===== config.mk =====
export PLATFORM = sky130hd
export DESIGN_NAME = id_ex_stage
export DESIGN_NICKNAME = d
export VERILOG_FILES = /design/src/rtl/id_ex_stage.sv
export SDC_FILE = /design/constraint.sdc
export NUM_CORES = 1
export LEC_CHECK = 0
export CORE_MARGIN = 2
export CORE_UTILIZATION = 35
export CTS_CLUSTER_SIZE = 28
export DETAILED_ROUTE_END_ITERATION = 16
export HOLD_SLACK_MARGIN = 0.06
export PLACE_DENSITY = 0.75
export SYNTH_ARGS = -nofsm -noshare
export SYNTH_HDL_FRONTEND = slang
export SYNTH_SLANG_ARGS = --single-unit

===== constraint.sdc =====
create_clock -name clk -period 2.65 [get_ports clk]
set_clock_uncertainty 0.2 [all_clocks]
set_input_delay 0.795 -clock clk [delete_from_list [all_inputs] [get_ports clk]]
set_output_delay 0.795 -clock clk [all_outputs]
set_load 0.02 [all_outputs]

===== src/rtl/id_ex_stage.sv =====
// ID/EX pipeline register for the 5-stage MIPS datapath.
// Inserts bubbles on load-use hazards and branch flushes, holds on Freeze, counts bubbles.
module id_ex_stage #(
  parameter int unsigned DW    = 32,
  parameter int unsigned CNT_W = 16
) (
  input  logic             clk,
  input  logic             rst_n,
  input  logic             Valid_D,
  input  logic [4:0]       Rs_D,
  input  logic [4:0]       Rt_D,
  input  logic [4:0]       Rd_D,
  input  logic             UseRs_D,
  input  logic             UseRt_D,
  input  logic             RegWr_D,
  input  logic             RegDst_D,
  input  logic             MemToReg_D,
  input  logic             MemWr_D,
  input  logic             ALUSrc_D,
  input  logic [3:0]       ALUCtrl_D,
  input  logic [DW-1:0]    ReadData1_D,
  input  logic [DW-1:0]    ReadData2_D,
  input  logic [DW-1:0]    Imm_D,
  input  logic             Flush_E,
  input  logic             Freeze,
  output logic             Valid_E,
  output logic [4:0]       Rs_E,
  output logic [4:0]       Rt_E,
  output logic [4:0]       RegWrDst_E,
  output logic             RegWr_E,
  output logic             MemToReg_E,
  output logic             MemWr_E,
  output logic             ALUSrc_E,
  output logic [3:0]       ALUCtrl_E,
  output logic [DW-1:0]    ReadData1_E,
  output logic [DW-1:0]    ReadData2_E,
  output logic [DW-1:0]    Imm_E,
  output logic             Stall_F,
  output logic             Stall_D,
  output logic [CNT_W-1:0] BubbleCnt
);

  logic             r_valid;
  logic [4:0]       r_rs;
  logic [4:0]       r_rt;
  logic [4:0]       r_reg_wr_dst;
  logic             r_reg_wr;
  logic             r_mem_to_reg;
  logic             r_mem_wr;
  logic             r_alu_src;
  logic [3:0]       r_alu_ctrl;
  logic [DW-1:0]    r_rd1;
  logic [DW-1:0]    r_rd2;
  logic [DW-1:0]    r_imm;
  logic [CNT_W-1:0] r_bubble_cnt;

  logic             w_lu;
  logic             w_bubble;
  logic             w_cnt_sat;

  // Load in EX whose destination is read by the ID instruction; $0 never hazards.
  assign w_lu = Valid_D & r_valid & r_mem_to_reg & r_reg_wr & (r_reg_wr_dst != 5'd0) &
                ((UseRs_D & (Rs_D == r_reg_wr_dst)) | (UseRt_D & (Rt_D == r_reg_wr_dst)));

  assign w_bubble  = Flush_E | w_lu;
  assign w_cnt_sat = (r_bubble_cnt == {CNT_W{1'b1}});

  assign Stall_F = (w_lu & ~Flush_E) | Freeze;
  assign Stall_D = (w_lu & ~Flush_E) | Freeze;

  always_ff @(posedge clk or negedge rst_n) begin
    if (!rst_n) begin
      r_valid      <= 1'b0;
      r_rs         <= '0;
      r_rt         <= '0;
      r_reg_wr_dst <= '0;
      r_reg_wr     <= 1'b0;
      r_mem_to_reg <= 1'b0;
      r_mem_wr     <= 1'b0;
      r_alu_src    <= 1'b0;
      r_alu_ctrl   <= '0;
      r_rd1        <= '0;
      r_rd2        <= '0;
      r_imm        <= '0;
      r_bubble_cnt <= '0;
    end else if (Freeze) begin
      r_valid <= r_valid;
    end else if (w_bubble) begin
      // Zeroed Rs/Rt keep forwarding muxes on the register-file path.
      r_valid      <= 1'b0;
      r_rs         <= '0;
      r_rt         <= '0;
      r_reg_wr_dst <= '0;
      r_reg_wr     <= 1'b0;
      r_mem_to_reg <= 1'b0;
      r_mem_wr     <= 1'b0;
      r_alu_src    <= 1'b0;
      r_alu_ctrl   <= '0;
      r_rd1        <= '0;
      r_rd2        <= '0;
      r_imm        <= '0;
      if (!w_cnt_sat) r_bubble_cnt <= r_bubble_cnt + 1'b1;
    end else begin
      r_valid      <= Valid_D;
      r_rs         <= Rs_D;
      r_rt         <= Rt_D;
      r_reg_wr_dst <= RegDst_D ? Rd_D : Rt_D;
      r_reg_wr     <= RegWr_D & Valid_D;
      r_mem_to_reg <= MemToReg_D & Valid_D;
      r_mem_wr     <= MemWr_D & Valid_D;
      r_alu_src    <= ALUSrc_D;
      r_alu_ctrl   <= ALUCtrl_D;
      r_rd1        <= ReadData1_D;
      r_rd2        <= ReadData2_D;
      r_imm        <= Imm_D;
    end
  end

  assign Valid_E     = r_valid;
  assign Rs_E        = r_rs;
  assign Rt_E        = r_rt;
  assign RegWrDst_E  = r_reg_wr_dst;
  assign RegWr_E     = r_reg_wr;
  assign MemToReg_E  = r_mem_to_reg;
  assign MemWr_E     = r_mem_wr;
  assign ALUSrc_E    = r_alu_src;
  assign ALUCtrl_E   = r_alu_ctrl;
  assign ReadData1_E = r_rd1;
  assign ReadData2_E = r_rd2;
  assign Imm_E       = r_imm;
  assign BubbleCnt   = r_bubble_cnt;

endmodule


==> results of run 1 <==
==> timing repair <==
item	4_1_cts	5_1_grt
buffers inserted	2	1
gates resized for setup	65	6
pin swaps	15	3
endpoints found under the setup margin	27	3
==> worst max-delay path, cell delays in order <==
cell and delay (ns):
clkdlybuf4s15_2 0.21, xnor2_2 0.17, nand2_2 0.08, o22ai_4 0.21, and2_4 0.19, a21o_4 0.13, buf_6 0.11
==> cell families after synthesis <==
family,synth area share [%]
xor gates and xnor gates,4.205
buffers and inverters,3.508
muxes,1.297
and+or+nand+nor,4.469
DFF,65.35
adders and majority gates,0.2402
AOI/OAI and AO/OA,20.93
==> placed cells by master (no fill, tap or decap), drive strengths merged, types with 2 or more instances in the layout <==
master,instances
clkinv,3
nand3,2
inv,4
dfrtp,136
nor2,11
mux2,6
a32o,3
clkinvlp,2
bufinv,3
xor2,12
clkdlybuf4s50,244
nor3,9
a22o,117
nand2,9
clkbuf,23
buf,51
dlygate4sd2,6
a21oi,2
nand4,8
xnor2,13
==> worst paths after layout <==
kind                               start               to  slack [ns]  cells after the start
setup / recovery                 Rs_D[0]          Stall_F       -0.25                      7
hold / removal                     rst_n        Imm_E[16]        0.11                      1
setup reg to reg           RegWrDst_E[4]  ReadData2_E[14]        0.31                     10
hold reg to reg            BubbleCnt[11]    BubbleCnt[11]        0.30                      1
max in group asynchronous          rst_n    RegWrDst_E[1]        1.47                      2
min in group clk           BubbleCnt[11]    BubbleCnt[11]        0.30                      1
==> routing by layer <==
layer	wire (um)	part of all wire, %
met1	6256	40
met2	7924	50
met3	1130	7.2
met4	400	2.5
met5	0	0
==> through the flow <==
step / setup slack (ns) / instance area (sq um) / setup TNS [ns] / hold slack, ns
final: -0.2479 / 8927 / -0.4948 / 0.1081
after CTS: -0.2565 / 8892 / -0.5112 / 0.1133
after global routing: -0.3246 / 8927 / -0.6462 / 0.1253
after detailed placement: -1.211 / 8272 / -54.09 / 0.2941
after floorplan: -0.0009209 / 5264 / -0.0009209 / 0.2994
after global placement: -1.203 / 8272 / -50.55 / 0.2785
==> report_power, final <==
| part | total, mW | internal, mW | leakage [nW] | switching, mW |
|---|---|---|---|---|
| sequential | 2.45 | 2.27 | 1.75 | 0.173 |
| combinational | 1.31 | 0.715 | 1.95 | 0.598 |
| clock | 2.38 | 1.54 | 0.289 | 0.833 |
==> sequential cells by signal, summed over array words and instances, names as in the netlist <==
signal and flops:
RegWrDst_E 5, ALUSrc_E 1, BubbleCnt 16, RegWr_E 1
Valid_E 1, Rt_E 5, MemWr_E 1, MemToReg_E 1
ALUCtrl_E 4, ReadData2_E 32, Imm_E 32, ReadData1_E 32
Rs_E 5
==> layout make-up <==
type | instances | area, sq um | share of cell area (%)
Clock inverter | 8 | 120.1 | 1.345
Timing Repair Buffer | 303 | 2947 | 33.01
Multi-Input combinational cell | 200 | 1729 | 19.37
Inverter | 4 | 15.01 | 0.1682
Tap cell | 184 | 230.2 | 2.579
Sequential cell | 136 | 3408 | 38.18
Clock buffer | 23 | 478.0 | 5.354
==> run summary, run 1 <==
Core area -> 14,530 sq um
CTS root buf -> clkbuf_16
Max IR drop VDD -> 0.6004 mV
Initial DRC Count -> 157
Port Buf Inserts -> 264
Total of max-cap violations -> 0
Crit share post-route -> 109.4%
Worst-Skew Late Latency -> 0.41 ns
Leakage -> 3.996 nW
RSZ-0062 raised after global routing -> yes
Post-synthesis cell type count -> 29
Ys Warns -> 0
Total power -> 6.138 mW
Yosys top cell area share -> 65.35%
Setup Crit Path Kind -> in2out
Min-Delay Path Class -> in2async
Via count -> 4,332
Clock sink total -> 136
Synth Instances -> 370
CTS max path bufs -> 2
Arrival @ worst endpoint -> 1.90 ns
Pre-Repair DR Iteration Count -> 4
CTS tree -> built
Post-route DRC -> 0
Die area -> 15,870 sq um
Top post-synthesis cells by area -> dfrtp_1 (65%), a22o_1 (20%), xnor2_1 (2.2%)
Gr usage total -> 20.12%
Mapped Area -> 5207 sq um
Status -> finished with violations
Initial antenna violation count -> 0
Final WS setup -> -0.2479 ns
Area growth syn-to-layout -> 71.43%
Final hold viol count -> 0
Critical path endpoint category -> primary output
Top-count cell post-synth -> dfrtp_1
Critical Path RT -> 1.66 ns
Gr ovfl total -> 0
GR peak layer -> met2
Chip Height -> 126.0 um
Vias per cell -> 5.049
Initial Util -> 35.83%
Met2 usage -> 34.98%
Die W -> 126.0 um
# hold bufs at CTS -> 0
Commonest register cell after synthesis -> dfrtp_1
Type of origin of the critical path -> input port
Worst-path fanout max -> 2
Final Max Tran Viols -> 0
Clock transition at path regs -> 0.05 ns
Number of synthesized flops with an enable pin -> 0
DP Wirelength -> 11,500 um
CTS Buf Count -> 17
Fmax -> 0.3451 GHz
Register bit count reported by yosys -> 136
Layout cells sized above 1 -> 16.02%
Filler Cell Count -> 1,093
Tmin final -> 2.898 ns
Routed wire length per instance -> 18.31 um
Number of setup violations in the final report -> 2
H-tree depth -> 4
Number of global-route vias before repair -> 4,674
RePlAce Congestion -> 0.8506
Fin nets -> 790
Final core utilization -> 61.42%
Asr flop ratio synth -> 100.0%
Final Non-Filler Cells -> 858
Pwr Density -> 687.5 nW/um^2
Antenna cells -> 0
Met1 Use GR -> 22.73%
Post-Syn Area per Cell -> 14.07 sq um
Failing checks -> setup timing
ANT nets after route -> 0
Sequential share of the synthesized area -> 65.35%
Tightest Pin Transition -> 0.6602 ns
Met3 GRT Util -> 6.754%
Mapped Nets -> 498
Slew headroom -> 55.99%
DRT Wirelength -> 15,710 um
Post-synth top area cell -> dfrtp_1
Placed cell count -> 824
Post-synth top cells -> dfrtp_1 (136), a22o_1 (117), clkbuf_1 (14)
I/O pin count -> 265
First-pass GRT wire length -> 25,100 um
Pin count of the biggest net entering global routing -> 63
Cell row count -> 44
No activity file was read; power rests on OpenSTA's default activity.
==> run 2: changes to the inputs <==
--- a/config.mk
+++ b/config.mk
@@ -5,12 +5,14 @@
 export SDC_FILE = /design/constraint.sdc
 export NUM_CORES = 1
 export LEC_CHECK = 0
+export ABC_AREA = 1
 export CORE_MARGIN = 2
 export CORE_UTILIZATION = 35
 export CTS_CLUSTER_SIZE = 28
 export DETAILED_ROUTE_END_ITERATION = 16
 export HOLD_SLACK_MARGIN = 0.06
-export PLACE_DENSITY = 0.75
+export PLACE_DENSITY = 0.69
+export REMOVE_ABC_BUFFERS = 1
 export SYNTH_ARGS = -nofsm -noshare
 export SYNTH_HDL_FRONTEND = slang
 export SYNTH_SLANG_ARGS = --single-unit
==> constraint.sdc (replaced) <==
create_clock -name clk -period 3.65 [get_ports clk]
set_clock_uncertainty 0.2 [all_clocks]
set_input_delay 1.095 -clock clk [delete_from_list [all_inputs] [get_ports clk]]
set_output_delay 1.095 -clock clk [all_outputs]
set_load 0.02 [all_outputs]
==> run 2 against run 1 <==
  * The run now ends clean
  * Sequential share of layout area decreased by 2.6 points
  * Clock power decreased by 23%
  * Area after synthesis increased by 16%
  * Via count is 31% higher
  * Largest cell class unchanged
  * Largest power group is now the clock network
  * Highest routed layer is now met5
==> run summary, run 2 <==
H-tree depth -> 4 (unchanged)
Via count -> 5,688 (+31%)
Pwr Density -> 461.3 nW/um^2 (-33%)
Number of synthesized flops with an enable pin -> 0 (unchanged)
Critical path endpoint category -> primary output
Fmax -> 0.2811 GHz
Post-route DRC -> 0 (unchanged)
First-pass GRT wire length -> 28,970 um (+15%)
Synth Instances -> 733 (+98%)
Post-synthesis cell type count -> 26 (-10%)
Highest-count cells in the layout ignoring fill and taps -> nand2_1 (315), clkdlybuf4s50_1 (250), dfrtp_1 (136)
Placed cell count -> 1,192 (+45%)
Leakage -> 4.298 nW (+7.5%)
Crit share post-route -> 97.48%
Chip Height -> 135.6 um (+7.6%)
Sequential Area -> 3403 sq um (-0.15%)
Critical Path RT -> 2.35 ns (+0.69 ns)
Status -> completed
Mapped Area -> 6057 sq um (+16%)
Main combinational cell family by area after synthesis -> simple AND/OR/NAND/NOR gates
Type of origin of the critical path -> input port
Layout cells sized above 1 -> 7.315% (-8.7 points)
RePlAce Congestion -> 0.8555 (+0.58%)
Top post-synthesis cells by area -> dfrtp_1 (56%), nand2_1 (20%), o21ai_0 (9.6%)
Worst flop-to-flop path startpoint -> RegWrDst_E[1]
Tmin final -> 3.558 ns
Commonest non-fill, non-tap cell in the layout -> nand2_1
RSZ-0062 raised after global routing -> no
DRT Wirelength -> 18,340 um (+17%)
Cell row count -> 48 (+9.1%)
Synth Area in XOR/XNOR -> 1.880% (-2.3 points)
Initial Util -> 35.39% (-0.44 points)
Post-synth top area cell -> dfrtp_1
Max IR drop VDD -> 0.2929 mV (-51%)
HP Start -> ReadData1_E[7]
Top-count cell post-synth -> nand2_1
Vias per cell -> 4.647 (-8.0%)
Gr ovfl total -> 0 (unchanged)
Commonest register cell after synthesis -> dfrtp_1
Die area -> 18,370 sq um (+16%)
Clock transition at path regs -> 0.05 ns (about the same)
# hold bufs at CTS -> 0 (unchanged)
Gr usage total -> 20.04% (-0.087 points)
Final core utilization -> 55.83% (-5.6 points)
Initial DRC Count -> 304 (+94%)
Mux share of post-synthesis cell area -> 0.1859% (-1.1 points)
Core area -> 17,120 sq um (+18%)
Initial antenna violation count -> 2 (+2)
Compound-Gate Fraction of Synth Area -> 9.585% (-11 points)
Total of max-cap violations -> 0 (unchanged)
Number of setup violations in the final report -> 0 (-2)
Arrival @ worst endpoint -> 2.26 ns (+0.36 ns)
ANT nets after route -> 0 (unchanged)
CTS max path bufs -> 2 (unchanged)
Adder-Cell Fraction of Synth Area -> 0.2066% (-0.034 points)
Critical Path Source -> UseRs_D
Ys Warns -> 0 (unchanged)
Final Max Tran Viols -> 0 (unchanged)
Yosys top cell area share -> 56.19% (-9.2 points)
Post-Syn Area per Cell -> 8.263 sq um (-41%)
Post-synth top cells -> nand2_1 (316), dfrtp_1 (136), o21ai_0 (116)
Final Instance Area -> 9557 sq um (+7.0%)
Slew headroom -> 43.21% (-13 points)
Placed Instance Area -> 8917 sq um (+7.8%)
Area growth syn-to-layout -> 57.78%
Min-Delay Path Class -> reg2reg
Setup Crit Path Kind -> in2out
Total power -> 4.409 mW (-28%)
Clock sink total -> 136 (unchanged)
Pre-Repair DR Iteration Count -> 5 (+1)
CTS root buf -> clkbuf_16
Routed wire length per instance -> 14.98 um (-18%)
Register bit count reported by yosys -> 136 (unchanged)
Asr flop ratio synth -> 100.0% (unchanged)
Post-Synth Simple-Gate Area -> 26.52% (+22 points)
CTS Buf Count -> 17 (unchanged)
CTS tree -> built
Tightest Pin Transition -> 0.8519 ns (+0.1917 ns)
Fin nets -> 1,114 (+41%)
Number of global-route vias before repair -> 5,455 (+17%)
Final Non-Filler Cells -> 1,224 (+43%)
Setup bufs post-CTS -> 0 (-2)
Worst-path fanout max -> 2 (unchanged)
Die W -> 135.6 um (+7.6%)
Multi-input gate area in the final layout -> 2344 sq um (+36%)
DP Wirelength -> 12,650 um (+10%)
Sequential share of the synthesized area -> 56.19% (-9.2 points)
Port Buf Inserts -> 264 (unchanged)
Filler Cell Count -> 1,611 (+47%)
I/O pin count -> 265 (unchanged)
Worst-Skew Late Latency -> 0.41 ns (about the same)
Pin count of the biggest net entering global routing -> 82 (+30%)
Final hold viol count -> 0 (unchanged)
run 2: kinds of logic (layout without fill, tap and decap cells):
group | Yosys count | in the layout
AOI/OAI and AO/OA | 116 | 116
xor gates and xnor gates | 13 | 13
adders and majority gates | 1 | 1
buffers and inverters | 73 | 338
DFF | 136 | 136
muxes | 1 | 1
other | 0 | 1
and+or+nand+nor | 393 | 393
run 2: final timing paths:
path | end | slack, ns | cells after the start
max reg2reg | BubbleCnt[7] | 1.50 | 12
max in group asynchronous | Imm_E[22] | 2.00 | 2
min in group asynchronous | ReadData1_E[26] | 0.44 | 1
min reg2reg | ReadData1_E[7] | 0.28 | 2
max | Stall_F | 0.09 | 8
min | ReadData1_E[7] | 0.28 | 2
run 2: cell type report:
cell class	count	share of cell area (%)
Antenna cell	1	0.02618
Clock buffer	20	4.779
Clock inverter	11	1.807
Inverter	27	1.087
Multi-Input combinational cell	524	24.52
Sequential cell	136	35.61
Tap cell	225	2.946
Timing Repair Buffer	280	29.22
run 2: layer usage:
layer  vias to the layer above  part of all wire [%]  global-route usage, %  wire length (um)
met1                      2632                    43                  26.28              7955
met3                        23                   6.4                  4.639              1167
li1                       2835                     -                      -                 -
met4                         2                   1.7                  6.076               308
met2                       196                    48                  33.08              8890
met5                         -                 0.071                      0                13
run 2: repair_timing:
item | 4_1_cts | 5_1_grt
endpoints found under the setup margin | 2 | 2
gates cloned | 0 | 0
resized for setup | 25 | 3
pin swaps | 1 | 2
run 2: worst max-delay path, cell delays in order:
cell and delay, ns:
clkdlybuf4s50_1 0.47, nand2_1 0.06, nor2_1 0.10, nand3_1 0.09, nand2_1 0.08, nand2_2 0.07, o21ai_4 0.16, buf_6 0.14
run 2: power by group:
part           switching, mW  leakage, nW  internal [mW]
Sequential            0.0940         1.78           1.63
Combinational          0.443         2.21          0.417
Clock                  0.647        0.306           1.18
run 2: per-stage QoR:
| step | setup slack [ns] | hold slack, ns | TNS [ns] |
|---|---|---|---|
| 4_1_cts | 0.03776 | 0.2874 | 0 |
| 5_1_grt | 0.02123 | 0.3025 | 0 |
| 3_5_place_dp | -0.5961 | 0.2723 | -1.191 |
| 3_3_place_gp | -0.5795 | 0.2661 | -1.159 |
| 6_report | 0.09193 | 0.2782 | 0 |
| 2_1_floorplan | -1.512 | 0.3821 | -3.024 |
